<file path="config.mk">
export PLATFORM = sky130hd
export DESIGN_NAME = rbm_cd_update_flat
export DESIGN_NICKNAME = d
export VERILOG_FILES = /design/src/rtl/rbm_cd_update_if.sv /design/src/rtl/rbm_cd_update.sv /design/src/flat_wrapper.sv
export SDC_FILE = /design/constraint.sdc
export NUM_CORES = 1
export LEC_CHECK = 0
export CAP_MARGIN = 20
export CORE_AREA = 2 2 118 120
export CTS_BUF_LIST = sky130_fd_sc_hd__clkbuf_4 sky130_fd_sc_hd__clkbuf_8
export CTS_CLUSTER_DIAMETER = 60
export CTS_CLUSTER_SIZE = 28
export DETAILED_ROUTE_END_ITERATION = 10
export DIE_AREA = 0 0 120 122
export PLACE_DENSITY = 0.78
export SLEW_MARGIN = 20
export SYNTH_ARGS = -nofsm -noshare
export SYNTH_HDL_FRONTEND = slang
export SYNTH_SLANG_ARGS = --single-unit
</file>
<file path="constraint.sdc">
create_clock -name clock -period 4.9 [get_ports clock]
set_input_delay 0.98 -clock clock [delete_from_list [all_inputs] [get_ports clock]]
set_output_delay 0.98 -clock clock [all_outputs]
set_load 0.005 [all_outputs]
</file>
<file path="src/rtl/rbm_cd_update_if.sv">
// rbm_cd_update_if: handshake and memory bus of the CD-1 update stage.
//   master : upstream/memory side (drives start, samples, mem_rdata)
//   slave  : rbm_cd_update (drives memory address/data/strobe, busy, done)
// Signals:
//   start                : request one update pass
//   V0I/H0I/V1I/H1I      : packed sample vectors, element nonzero = 1
//   mem_addr/mem_we      : weight/bias memory address and write strobe
//   mem_wdata/mem_rdata  : write data / read data (read valid one cycle after addr)
//   busy/done            : pass in progress / single-cycle completion pulse
interface rbm_cd_update_if #(
    parameter int weight_bitlength = 12,
    parameter int sample_bitlength = 12,
    parameter int in_dim           = 6,
    parameter int out_dim          = 5,
    parameter int addr_bitlength   = 6
);
    logic                                 start;
    logic [in_dim*sample_bitlength-1:0]   V0I;
    logic [out_dim*sample_bitlength-1:0]  H0I;
    logic [in_dim*sample_bitlength-1:0]   V1I;
    logic [out_dim*sample_bitlength-1:0]  H1I;
    logic [addr_bitlength-1:0]            mem_addr;
    logic [weight_bitlength-1:0]          mem_rdata;
    logic [weight_bitlength-1:0]          mem_wdata;
    logic                                 mem_we;
    logic                                 busy;
    logic                                 done;

    modport master (
        output start, V0I, H0I, V1I, H1I, mem_rdata,
        input  mem_addr, mem_wdata, mem_we, busy, done
    );

    modport slave (
        input  start, V0I, H0I, V1I, H1I, mem_rdata,
        output mem_addr, mem_wdata, mem_we, busy, done
    );
endinterface

</file>
<file path="src/rtl/rbm_cd_update.sv">
// rbm_cd_update: CD-1 weight/bias update by sequential read-modify-write.
//   W[i][j] += lr_step*(v0[i]h0[j] - v1[i]h1[j]) at address i*out_dim+j
//   b[j]    += lr_step*(h0[j] - h1[j])            at address in_dim*out_dim+j
// Ports:
//   clock : rising-edge clock
//   reset : asynchronous active-high reset
//   bus   : rbm_cd_update_if.slave (start, samples, memory bus, busy, done)
// Optional build macro CD_SKIP_ZERO_EN: entries whose delta is zero are
// skipped; a SCAN state jumps straight to the next nonzero-delta entry.
module rbm_cd_update #(
    parameter int weight_bitlength = 12,
    parameter int sample_bitlength = 12,
    parameter int in_dim           = 6,
    parameter int out_dim          = 5,
    parameter int addr_bitlength   = 6,
    parameter int lr_step          = 1
) (
    input  logic           clock,
    input  logic           reset,
    rbm_cd_update_if.slave bus
);
    localparam int W  = weight_bitlength;
    localparam int IW = $clog2(in_dim + 1);
    localparam int JW = (out_dim > 1) ? $clog2(out_dim) : 1;
    localparam logic [IW-1:0] I_LAST = IW'(in_dim);
    localparam logic [JW-1:0] J_LAST = JW'(out_dim - 1);
    localparam logic signed [W:0] STEP  = (W+1)'(lr_step);
    localparam logic signed [W:0] MAX_V = (W+1)'((1 << (W-1)) - 1);
    localparam logic signed [W:0] MIN_V = (W+1)'(-(1 << (W-1)));

    typedef enum logic [2:0] {IDLE, RD, WR, FIN, SCAN} state_t;

    state_t                    state;
    logic [IW-1:0]             i_cnt;
    logic [JW-1:0]             j_cnt;
    logic [addr_bitlength-1:0] addr_q;
    logic                      we_q, busy_q, done_q;
    logic [in_dim-1:0]         v0_q, v1_q, v0_b, v1_b;
    logic [out_dim-1:0]        h0_q, h1_q, h0_b, h1_b;
    logic [in_dim:0]           v0_x, v1_x;
    logic                      p, q;
    logic signed [W:0]         r_ext, sum_ext, sat_ext;

    // Bias row is visible unit in_dim with v0=v1=1.
    assign v0_x = {1'b1, v0_q};
    assign v1_x = {1'b1, v1_q};

    always_comb begin
        v0_b = '0;
        v1_b = '0;
        h0_b = '0;
        h1_b = '0;
        for (int k = 0; k < in_dim; k++) begin
            v0_b[k] = |bus.V0I[k*sample_bitlength +: sample_bitlength];
            v1_b[k] = |bus.V1I[k*sample_bitlength +: sample_bitlength];
        end
        for (int k = 0; k < out_dim; k++) begin
            h0_b[k] = |bus.H0I[k*sample_bitlength +: sample_bitlength];
            h1_b[k] = |bus.H1I[k*sample_bitlength +: sample_bitlength];
        end
    end

    assign p = v0_x[i_cnt] & h0_q[j_cnt];
    assign q = v1_x[i_cnt] & h1_q[j_cnt];

    // One extra bit of headroom so the sum cannot wrap before clamping.
    always_comb begin
        r_ext = $signed({bus.mem_rdata[W-1], bus.mem_rdata});
        case ({p, q})
            2'b10:   sum_ext = r_ext + STEP;
            2'b01:   sum_ext = r_ext - STEP;
            default: sum_ext = r_ext;
        endcase
        if (sum_ext > MAX_V)      sat_ext = MAX_V;
        else if (sum_ext < MIN_V) sat_ext = MIN_V;
        else                      sat_ext = sum_ext;
    end

`ifdef CD_SKIP_ZERO_EN
    // Lowest entry at or after addr_q with a nonzero delta.
    logic                      nz_found;
    logic [addr_bitlength-1:0] nz_addr;
    logic [IW-1:0]             nz_i;
    logic [JW-1:0]             nz_j;

    always_comb begin
        nz_found = 1'b0;
        nz_addr  = '0;
        nz_i     = '0;
        nz_j     = '0;
        for (int k = (in_dim+1)*out_dim - 1; k >= 0; k--) begin
            if (k >= int'(addr_q) &&
                ((v0_x[IW'(k / out_dim)] & h0_q[JW'(k % out_dim)]) !=
                 (v1_x[IW'(k / out_dim)] & h1_q[JW'(k % out_dim)]))) begin
                nz_found = 1'b1;
                nz_addr  = addr_bitlength'(k);
                nz_i     = IW'(k / out_dim);
                nz_j     = JW'(k % out_dim);
            end
        end
    end
`endif

    always_ff @(posedge clock or posedge reset) begin
        if (reset) begin
            state  <= IDLE;
            i_cnt  <= '0;
            j_cnt  <= '0;
            addr_q <= '0;
            we_q   <= 1'b0;
            busy_q <= 1'b0;
            done_q <= 1'b0;
            v0_q   <= '0;
            v1_q   <= '0;
            h0_q   <= '0;
            h1_q   <= '0;
        end else begin
            case (state)
                IDLE: begin
                    done_q <= 1'b0;
                    we_q   <= 1'b0;
                    if (bus.start) begin
                        v0_q   <= v0_b;
                        v1_q   <= v1_b;
                        h0_q   <= h0_b;
                        h1_q   <= h1_b;
                        i_cnt  <= '0;
                        j_cnt  <= '0;
                        addr_q <= '0;
                        busy_q <= 1'b1;
`ifdef CD_SKIP_ZERO_EN
                        state  <= SCAN;
`else
                        state  <= RD;
`endif
                    end
                end
`ifdef CD_SKIP_ZERO_EN
                SCAN: begin
                    if (nz_found) begin
                        i_cnt  <= nz_i;
                        j_cnt  <= nz_j;
                        addr_q <= nz_addr;
                        state  <= RD;
                    end else begin
                        busy_q <= 1'b0;
                        done_q <= 1'b1;
                        state  <= FIN;
                    end
                end
`endif
                RD: begin
                    we_q  <= 1'b1;
                    state <= WR;
                end
                WR: begin
                    we_q <= 1'b0;
                    if (i_cnt == I_LAST && j_cnt == J_LAST) begin
                        busy_q <= 1'b0;
                        done_q <= 1'b1;
                        state  <= FIN;
                    end else begin
                        // Address order equals (i,j) order with j fastest.
                        addr_q <= addr_q + 1'b1;
                        if (j_cnt == J_LAST) begin
                            j_cnt <= '0;
                            i_cnt <= i_cnt + 1'b1;
                        end else begin
                            j_cnt <= j_cnt + 1'b1;
                        end
`ifdef CD_SKIP_ZERO_EN
                        state <= SCAN;
`else
                        state <= RD;
`endif
                    end
                end
                FIN: begin
                    done_q <= 1'b0;
                    state  <= IDLE;
                end
                default: state <= IDLE;
            endcase
        end
    end

    assign bus.mem_addr  = addr_q;
    assign bus.mem_we    = we_q;
    assign bus.busy      = busy_q;
    assign bus.done      = done_q;
    // Read data only exists during WR, so the write data follows it directly.
    assign bus.mem_wdata = (state == WR) ? sat_ext[W-1:0] : '0;
endmodule

</file>
<file path="src/flat_wrapper.sv">
// flat-port wrapper written by rule: the top's interface ports become plain ports
module rbm_cd_update_flat 
#(
    parameter int weight_bitlength = 12,
    parameter int sample_bitlength = 12,
    parameter int in_dim           = 6,
    parameter int out_dim          = 5,
    parameter int addr_bitlength   = 6,
    parameter int lr_step          = 1
)
  (clock, reset, bus_start, bus_V0I, bus_H0I, bus_V1I, bus_H1I, bus_mem_rdata, bus_mem_addr, bus_mem_wdata, bus_mem_we, bus_busy, bus_done);
  rbm_cd_update_if #(.weight_bitlength(weight_bitlength), .sample_bitlength(sample_bitlength), .in_dim(in_dim), .out_dim(out_dim), .addr_bitlength(addr_bitlength)) bus_i ();
  input  logic clock;
  input  logic reset;
  input wire logic [$bits(bus_i.start)-1:0] bus_start;
  input wire logic [$bits(bus_i.V0I)-1:0] bus_V0I;
  input wire logic [$bits(bus_i.H0I)-1:0] bus_H0I;
  input wire logic [$bits(bus_i.V1I)-1:0] bus_V1I;
  input wire logic [$bits(bus_i.H1I)-1:0] bus_H1I;
  input wire logic [$bits(bus_i.mem_rdata)-1:0] bus_mem_rdata;
  output wire logic [$bits(bus_i.mem_addr)-1:0] bus_mem_addr;
  output wire logic [$bits(bus_i.mem_wdata)-1:0] bus_mem_wdata;
  output wire logic [$bits(bus_i.mem_we)-1:0] bus_mem_we;
  output wire logic [$bits(bus_i.busy)-1:0] bus_busy;
  output wire logic [$bits(bus_i.done)-1:0] bus_done;
  assign bus_i.start = bus_start;
  assign bus_i.V0I = bus_V0I;
  assign bus_i.H0I = bus_H0I;
  assign bus_i.V1I = bus_V1I;
  assign bus_i.H1I = bus_H1I;
  assign bus_i.mem_rdata = bus_mem_rdata;
  assign bus_mem_addr = bus_i.mem_addr;
  assign bus_mem_wdata = bus_i.mem_wdata;
  assign bus_mem_we = bus_i.mem_we;
  assign bus_busy = bus_i.busy;
  assign bus_done = bus_i.done;
  rbm_cd_update #(.weight_bitlength(weight_bitlength), .sample_bitlength(sample_bitlength), .in_dim(in_dim), .out_dim(out_dim), .addr_bitlength(addr_bitlength), .lr_step(lr_step)) u_core (.clock(clock), .reset(reset), .bus(bus_i));
endmodule
</file>
==> out/metrics.csv, run 1 <==
metric,value,unit
critPathLaunchType,register,
syn-cell-area,3310,um2
pre_cts_ws,-0.0934,ns
timing.rr.end,u_core.bus.mem_addr[5],
pwr-share-seq,0.149,
vias,4290,
hold_class,reg -> reg,
portBuffers,299,
avgSynthCellArea,8.86,um2
clk_pin_slew_worst_paths,0.08,ns
postLayoutSetupSlackWorst,0.134,ns
critical_path_class,reg -> out,
fillCellCount,1246,
synth-async-reset-ratio,1.00,
final_cell_mix,"clkdlybuf4s50_1, nor4_1, dfrtp_1, buf_4, a21o_1",
insertedDiodeCount,0,
p_int,0.00208,W
synthSimpleGateAreaFrac,0.219,
setup_violations,0,
area_growth,108,%
final_hold_viol_count,0,
reg2reg_depth,7,
routabilityCongestion,0.924,
cts_sinks,39,
htreeDepth,2,
crit_end,bus_mem_wdata[6],
cts_made_buffers,5,
outcome,"complete, no violations",
p_leak,2.78,nW
drtPass1Iterations,4,
power-per-cell-area,539,nW/um2
switching_share,0.441,
holdWs,0.479,ns
ios,300,
ys.flop_type,dfrtp_1,
synth_top_family_by_area,compound AO/OA/AOI/OAI gates,
period_share,0.973,
muxShareOfSynthArea,0.0468,
grt_max_degree,46,
initial_core_util,0.245,
clkPwrFrac,0.060,
drive_gt1_frac,0.108,
seq_area_frac_synth,0.294,
rsz0062_at_grt,true,
fin_skew,0.0112,ns
track_usage,0.198,
worst_ep_required_time,3.92,ns
vias_per_cell,4.86,
p_total,0.00372,W
antenna_found_initial,0,
period_needed,4.77,ns
coreArea,13500,um2
synth_edf_count,0,
chipWidth,120,um
final_common_cell,clkdlybuf4s50_1,
clockBufferDepth,2,
cp_max_fo,9,
drc_errors,0,
utilization,0.511,
routed_wirelength,14700,um
syn-num-nets,674,
synthCells,374,
worstPathArrival,3.79,ns
fmax,210,MHz
synth_xor_area_frac,0.0291,
root_buffer,clkbuf_8,
wl_per_cell,16.7,um
fin_nets,1001,
ir_drop,0.000382,V
rrSetupSlack,2.38,ns
synthAdderAreaFrac,0.0815,
synth_compound_area_frac,0.293,
ant_nets,0,
die_h,122,um
crit_path_start,u_core.i_cnt[0],
end_kind,output pin,
grt_pass1_wl,22900,um
clock_latency,0.29,ns
grt_pass1_vias,4479,
ys_warn_count,0,
tightest_slew,0.930,ns
dpl.hpwl,12700,um
pwr-share-comb,0.791,
max-slew-margin-rel,0.378,
design.die.area,14600,um2
synth_seq_cells,39,
drv_cap,0,
p_sw,0.00164,W
row_count,43,
grt.overflow.total,0,
slew_violations,0,
crit-reg2reg-launch,u_core.state[0],
first_iter_violations,229,
cts_tree,built,
yosysUniqueCellTypes,59,
==> Yosys cell counts (5+ instances only) <==
cell type | n | area [um2]
o21ai_1 | 9 | 45.0
xnor2_1 | 5 | 43.8
nand2_1 | 19 | 71.3
dfrtp_1 | 39 | 976
inv_1 | 16 | 60.1
nor4_1 | 66 | 413
clkbuf_1 | 9 | 33.8
o21ai_0 | 23 | 115
a21o_1 | 23 | 173
nor2b_1 | 5 | 31.3
nor2_1 | 17 | 63.8
ha_1 | 20 | 250
a31oi_1 | 21 | 131
nand3_1 | 8 | 40.0
xor2_1 | 6 | 52.6
a21oi_1 | 19 | 95.1
==> worst min-delay path by stage <==
stage | from | end | slack [ns] | cells past startpoint
finish | u_core.h0_q[2] | u_core.h0_q[2] | 0.48 | 1
CTS | u_core.h0_q[2] | u_core.h0_q[2] | 0.48 | 1
detailed placement | u_core.h0_q[2] | u_core.h0_q[2] | 0.46 | 1
floorplan | u_core.h0_q[2] | u_core.h0_q[2] | 0.44 | 1
global route | u_core.h1_q[2] | u_core.h1_q[2] | 0.50 | 1
global placement | u_core.h0_q[2] | u_core.h0_q[2] | 0.46 | 1
==> state kept, by name (all words and copies together) (netlist names) <==
name,flops
u_core.bus.busy,1
u_core.bus.done,1
u_core.bus.mem_addr,6
u_core.bus.mem_we,1
u_core.h0_q,5
u_core.h1_q,5
u_core.i_cnt,3
u_core.j_cnt,3
u_core.state,2
u_core.v0_q,6
u_core.v1_q,6
==> per-stage QoR <==
stage	TNS, ns	instance area (um2)	cells
after global placement	-0.145	6730	874
after floorplan	0	3310	374
after CTS	0	6890	882
after detailed placement	-0.578	6730	874
after global routing	-0.385	6900	882
final	0	6900	882
==> worst max-delay path, cell delays in order (launching register included) <==
cell           delay [ns]
dfrtp_1              0.41
mux4_2               0.51
o22ai_1              0.16
a221o_1              0.18
ha_4                 0.22
ha_4                 0.23
buf_4                0.14
a211o_1              0.31
or2_4                0.25
o211ai_2             0.18
a31oi_4              0.19
a21oi_4              0.32
a21oi_1              0.11
dlygate4sd2_1        0.29
==> layer usage <==
metal	vias to the layer above	GRT usage	share of wire
met5	-	0	0
met4	0	0.0419	0.0085
met3	8	0.0379	0.070
met2	182	0.349	0.51
met1	1942	0.252	0.41
li1	2158	-	-
==> what timing repair did <==
item,4_1_cts,5_1_grt
hold buffers,0,0
endpoints found under the setup margin,12,10
setup buffers,0,0
pin swaps,2,0
gates resized for setup,24,2
==> cell type report <==
type / count / area [um2] / area share
inverters: 16 / 60.1 / 0.00871
flip-flops and latches: 39 / 977 / 0.142
repair buffers: 332 / 3240 / 0.470
well taps: 180 / 225 / 0.0326
clock inverters: 1 / 5.00 / 0.000725
clock buffers: 7 / 83.8 / 0.0122
multi-input cells: 307 / 2310 / 0.334
==> cell families (layout without fill, tap and decap cells) <==
| logic type | Yosys count | after routing |
|---|---|---|
| simple gates | 131 | 131 |
| compound gates | 135 | 135 |
| buf+inv | 28 | 356 |
| flops | 39 | 39 |
| xor+xnor | 11 | 11 |
| mux | 9 | 9 |
| fa+ha+maj | 21 | 21 |
==> power groups by stage <==
stage          Clock [W]  Sequential (W)  Combinational [W]
3_5_place_dp           0        0.000561            0.00283
6_report        0.000222        0.000553            0.00294
3_3_place_gp           0        0.000556            0.00280
4_1_cts         0.000229        0.000554            0.00293
5_1_grt         0.000246        0.000572            0.00319
2_1_floorplan          0        0.000522            0.00173
Note: power is estimated with default switching activity, not from simulation.
==> run 2: changes to the inputs <==
PLACE_DENSITY = 0.67   (was 0.78)
TNS_END_PERCENT = 10   (was not set)
==> run 2 against run 1 <==
Routed wire length rose by 0.12%. The flow now finishes with violations (negative setup slack). Cell area barely moved. Power fell by 0.25%. Clock power barely moved. Combinational power barely moved. Sequential cell count did not move. Highest routed layer unchanged. Sequential share of layout area barely moved. Largest cell class unchanged.
==> out/metrics.csv, run 2 (synthesized netlist as in run 1, its figures left out) <==
metric,value,unit,change
root_buffer,clkbuf_8,,
ir_drop,0.000299,V,-22%
ios,300,,unchanged
max-slew-margin-rel,0.395,,+0.0171
clk_pin_slew_worst_paths,0.07,ns,about the same
setup_violations,6,,+6
outcome,finished with violations,,
initial_core_util,0.245,,unchanged
worst_ep_required_time,3.92,ns,about the same
tightest_slew,0.905,ns,-0.0255 ns
period_share,1.02,,+0.0490
vias,4412,,+2.8%
hold_class,reg -> reg,,
grt_pass1_vias,4574,,+2.1%
coreArea,13500,um2,unchanged
drtPass1Iterations,4,,unchanged
cp_max_fo,12,,+3
utilization,0.511,,about the same
period_needed,5.01,ns,+0.240 ns
fin_skew,0.00898,ns,-0.00221 ns
final_hold_viol_count,0,,unchanged
design.die.area,14600,um2,unchanged
worstPathArrival,4.03,ns,+0.24 ns
placed_cells,875,,+0.11%
slew_violations,0,,unchanged
fmax,200,MHz,-4.8%
routabilityCongestion,0.882,,-4.5%
cts_tree,built,,
postLayoutSetupSlackWorst,-0.106,ns,-0.240 ns
antenna_found_initial,0,,unchanged
drive_gt1_frac,0.106,,-0.00188
insertedDiodeCount,0,,unchanged
fin_nets,1004,,+0.30%
vias_per_cell,4.99,,+2.5%
hold_buffers,0,,unchanged
chipWidth,120,um,unchanged
cts_made_buffers,5,,unchanged
pre_cts_ws,-0.0739,ns,+0.0195 ns
critical_path_class,reg -> out,,
rsz0062_at_grt,true,,
p_total,0.00371,W,-0.25%
drv_cap,0,,unchanged
ant_nets,0,,unchanged
portBuffers,299,,unchanged
end_kind,output pin,,
grt_max_degree,46,,unchanged
area_growth,108,%,about the same
grt.overflow.total,0,,unchanged
critPathLaunchType,register,,
power-per-cell-area,538,nW/um2,-0.17%
setup_tns,-0.561,ns,-0.561 ns
final_common_cell,clkdlybuf4s50_1,,
cts_sinks,39,,unchanged
wl_per_cell,16.7,um,-0.22%
clockBufferDepth,2,,unchanged
die_h,122,um,unchanged
first_iter_violations,159,,-31%
drc_errors,0,,unchanged
layout.cells.non_filler,885,,+0.34%
clock_latency,0.29,ns,about the same
p_leak,2.81,nW,+1.2%
violations,negative setup slack,,
track_usage,0.192,,-0.00578
routed_wirelength,14800,um,+0.12%
row_count,43,,unchanged
dpl.hpwl,12900,um,+1.6%
grt_pass1_wl,22400,um,-2.1%
htreeDepth,2,,unchanged
final_cell_mix,"clkdlybuf4s50_1, nor4_1, dfrtp_1, buf_4, a21o_1",,
-- run 2: changes by cell type in the layout (fill, tap and decap cells not counted), moves of 2 or more --
cell / previous run / this run
dlygate4sd2_1: 12 / 3
clkdlybuf4s50_1: 287 / 292
buf_4: 31 / 35
dlymetal6s2s_1: 0 / 4
ha_1: 15 / 19
ha_4: 5 / 1
dfrtp_1: 38 / 36
dfrtp_2: 1 / 3
-- run 2: path summary, 6_finish.rpt --
path / start / to / slack [ns] / cells past startpoint
max: u_core.i_cnt[0] / bus_mem_wdata[2] / -0.11 / 14
min: u_core.h0_q[2] / u_core.h0_q[2] / 0.48 / 1
max reg2reg: u_core.state[0] / u_core.bus.mem_addr[5] / 2.38 / 7
min reg2reg: u_core.h0_q[2] / u_core.h0_q[2] / 0.48 / 1
max in group asynchronous: reset / u_core.j_cnt[0] / 3.41 / 3
min in group asynchronous: reset / u_core.bus.mem_we / 1.12 / 3
-- run 2: repair_timing --
action,4_1_cts,5_1_grt
setup buffers,0,2
gates resized for setup,8,9
pin swaps,4,5
setup endpoints to repair,12,12
-- run 2: area by class of cell --
type	count	area (um2)
fillers	1246	6610
repair buffers	335	3280
multi-input cells	307	2260
flip-flops and latches	39	980
well taps	180	225
clock buffers	7	83.8
inverters	16	60.1
clock inverters	1	5.00
-- run 2: critical path, cell delays in order (launching register included) --
cell             delay (ns)
dfrtp_2                0.42
mux4_2                 0.52
o22ai_1                0.16
a221o_1                0.18
ha_4                   0.19
ha_1                   0.28
buf_4                  0.16
a211o_1                0.30
or2_4                  0.26
o211ai_4               0.19
a31oi_4                0.11
buf_12                 0.16
a21oi_4                0.24
a21oi_1                0.10
clkdlybuf4s50_1        0.45
-- run 2: per-stage QoR --
step                hold WS, ns  instance area, um2
floorplan                 0.444                3310
global placement          0.466                6740
detailed placement        0.463                6740
CTS                       0.480                6850
global route              0.508                6890
finish                    0.478                6890
-- run 2: where the power goes --
part	internal (W)	leakage, nW	switching, W
combinational	0.00153	2.30	0.00140
sequential	0.000452	0.466	0.000114
clock	0.000111	0.0491	0.000109
-- run 2: per-layer routing --
metal  global-route usage  vias to the layer above  share of wire
met2                0.367                      169           0.54
met5                    0                        -              0
met4               0.0419                        0          0.011
met3               0.0337                       14          0.058
li1                     -                     2154              -
met1                0.223                     2075           0.39
==> run 3: changes to the inputs <==
SKIP_LAST_GASP = 1   (was not set)
==> run 3 against run 2 <==
The flow still finishes with violations (negative setup slack). Sequential power about the same. Combinational power is essentially flat. Global-route usage did not move. Critical path depth unchanged. Power hardly changed.
==> out/metrics.csv, run 3 (synthesized netlist as in run 1, its figures left out) <==
metric,value,unit,change
insertedDiodeCount,0,,unchanged
hold_class,reg -> reg,,
final_common_cell,clkdlybuf4s50_1,,
p_total,0.00371,W,about the same
critPathSlowestCell,mux4_2,,
crit_chain,mux4_2 -> o22ai_1 -> a221o_1 -> ha_4 -> buf_4 -> ha_1 -> nor2b_1 -> o31a_1 -> buf_4 -> o211a_1 -> o311ai_4 -> o221ai_2 -> a21oi_2 -> clkdlybuf4s50_1,,
grt_util_met3,0.0332,,-0.000468
gr-max-usage-layer,met2,,
pre_cts_ws,-0.0739,ns,unchanged
coreArea,13500,um2,unchanged
antenna_found_initial,0,,unchanged
ios,300,,unchanged
switching_share,0.432,,-0.00446
cts_sinks,39,,unchanged
p_int,0.00210,W,+0.75%
met1_usage,0.224,,+0.000288
cts_tree,built,,
placed_cell_area,6740,um2,unchanged
ant_nets,0,,unchanged
fin_skew,0.00895,ns,-0.0000363 ns
placed_cells,875,,unchanged
grt_use_met2,0.368,,about the same
vias_per_cell,4.98,,-0.11%
violations,negative setup slack,,
cts_made_buffers,5,,unchanged
design.die.area,14600,um2,unchanged
clkPwrFrac,0.059,,about the same
row_count,43,,unchanged
grt_pass1_wl,22400,um,unchanged
final_hold_viol_count,0,,unchanged
grt_max_degree,46,,unchanged
chipWidth,120,um,unchanged
layout.cells.non_filler,885,,unchanged
clockBufferDepth,2,,unchanged
p_leak,2.74,nW,-2.5%
max_stage_delay,0.52,ns,about the same
pwr-share-comb,0.788,,about the same
fin_nets,1004,,unchanged
wl_per_cell,16.7,um,about the same
ir_drop,0.000298,V,-0.20%
grt_pass1_vias,4573,,-0.022%
cp_max_fo,6,,-6
clock_latency,0.29,ns,about the same
clk_pin_slew_worst_paths,0.07,ns,about the same
critPathLaunchType,register,,
pwr-share-seq,0.153,,about the same
slew_violations,0,,unchanged
worst_ep_required_time,3.92,ns,about the same
area_growth,108,%,
final_cell_mix,"clkdlybuf4s50_1, nor4_1, dfrtp_1, buf_4, a21o_1",,
die_h,122,um,unchanged
initial_core_util,0.245,,unchanged
drtPass1Iterations,4,,unchanged
portBuffers,299,,unchanged
vias,4407,,-0.11%
stdcell_area,6880,um2,-0.24%
postLayoutSetupSlackWorst,-0.126,ns,-0.0205 ns
tightest_slew,0.901,ns,-0.00366 ns
power-per-cell-area,539,nW/um2,+0.19%
outcome,finished with violations,,
fmax,199,MHz,-0.41%
period_needed,5.03,ns,+0.0205 ns
worstPathArrival,4.05,ns,+0.02 ns
drv_cap,0,,unchanged
drc_errors,0,,unchanged
root_buffer,clkbuf_8,,
grt.overflow.total,0,,unchanged
end_kind,output pin,,
rrSetupSlack,2.38,ns,about the same
first_iter_violations,168,,+5.7%
fillCellCount,1254,,+0.64%
drive_gt1_frac,0.106,,unchanged
p_sw,0.00160,W,-1.1%
critical_path_class,reg -> out,,
crit_top_cell,buf_4,,
track_usage,0.192,,unchanged
routabilityCongestion,0.882,,unchanged
max-slew-margin-rel,0.397,,+0.00245
setup_violations,11,,+5
period_share,1.03,,+0.00418
rsz0062_at_grt,true,,
htreeDepth,2,,unchanged
routed_wirelength,14700,um,about the same
dpl.hpwl,12900,um,unchanged
run 3: cell types whose count changed in the layout (fill, tap and decap cells not counted), sizes merged:
cell	previous run	this run
dlymetal6s2s	4	0
dlygate4sd2	3	1
clkdlybuf4s50	292	298
run 3: path summary, 6_finish.rpt:
| path | startpoint | to | depth (start not counted) |
|---|---|---|---|
| min in group asynchronous | reset | u_core.bus.mem_we | 3 |
| max | u_core.i_cnt[0] | bus_mem_wdata[10] | 14 |
| max reg2reg | u_core.state[0] | u_core.bus.mem_addr[5] | 7 |
| min | u_core.h0_q[2] | u_core.h0_q[2] | 1 |
| min reg2reg | u_core.h0_q[2] | u_core.h0_q[2] | 1 |
| max in group asynchronous | reset | u_core.j_cnt[0] | 3 |
run 3: critical path: cells and delay by family (launching register included):
| kind | cells | cell delay (ns) |
|---|---|---|
| buf+inv | 3 | 0.80 |
| fa+ha+maj | 2 | 0.44 |
| flops | 1 | 0.42 |
| compound gates | 7 | 1.42 |
| mux | 1 | 0.52 |
| simple gates | 1 | 0.15 |
run 3: area by class of cell:
class,count,area [um2],area share
repair buffers,335,3270,0.476
multi-input cells,307,2250,0.327
clock inverters,1,5.00,0.000728
inverters,16,60.1,0.00873
well taps,180,225,0.0327
flip-flops and latches,39,980,0.142
clock buffers,7,83.8,0.0122
run 3: stage by stage:
stage	hold slack (ns)	utilization	TNS (ns)
floorplan	0.444	-	0
global placement	0.466	0.499	0
detailed placement	0.463	0.499	-0.323
CTS	0.480	0.507	-1.71
global route	0.508	0.509	-3.14
finish	0.478	0.509	-0.996
run 3: timing repair:
action / 4_1_cts / 5_1_grt
pin swaps: 3 / 5
hold buffers: 0 / 0
setup endpoints to repair: 12 / 12
resized for setup: 6 / 4
cloned: 0 / 0
buffers inserted: 0 / 2
run 3: power by group through the flow:
stage	clock, W	sequential (W)	combinational (W)
final	0.000219	0.000567	0.00292
after CTS	0.000226	0.000566	0.00287
after floorplan	0	0.000522	0.00173
after global routing	0.000245	0.000585	0.00317
after global placement	0	0.000572	0.00274
after detailed placement	0	0.000572	0.00281
run 3: routing by layer:
| layer | up-vias | wire (um) |
|---|---|---|
| met2 | 174 | 7910 |
| met4 | 0 | 168 |
| met5 | - | 0 |
| li1 | 2155 | - |
| met3 | 14 | 884 |
| met1 | 2064 | 5780 |
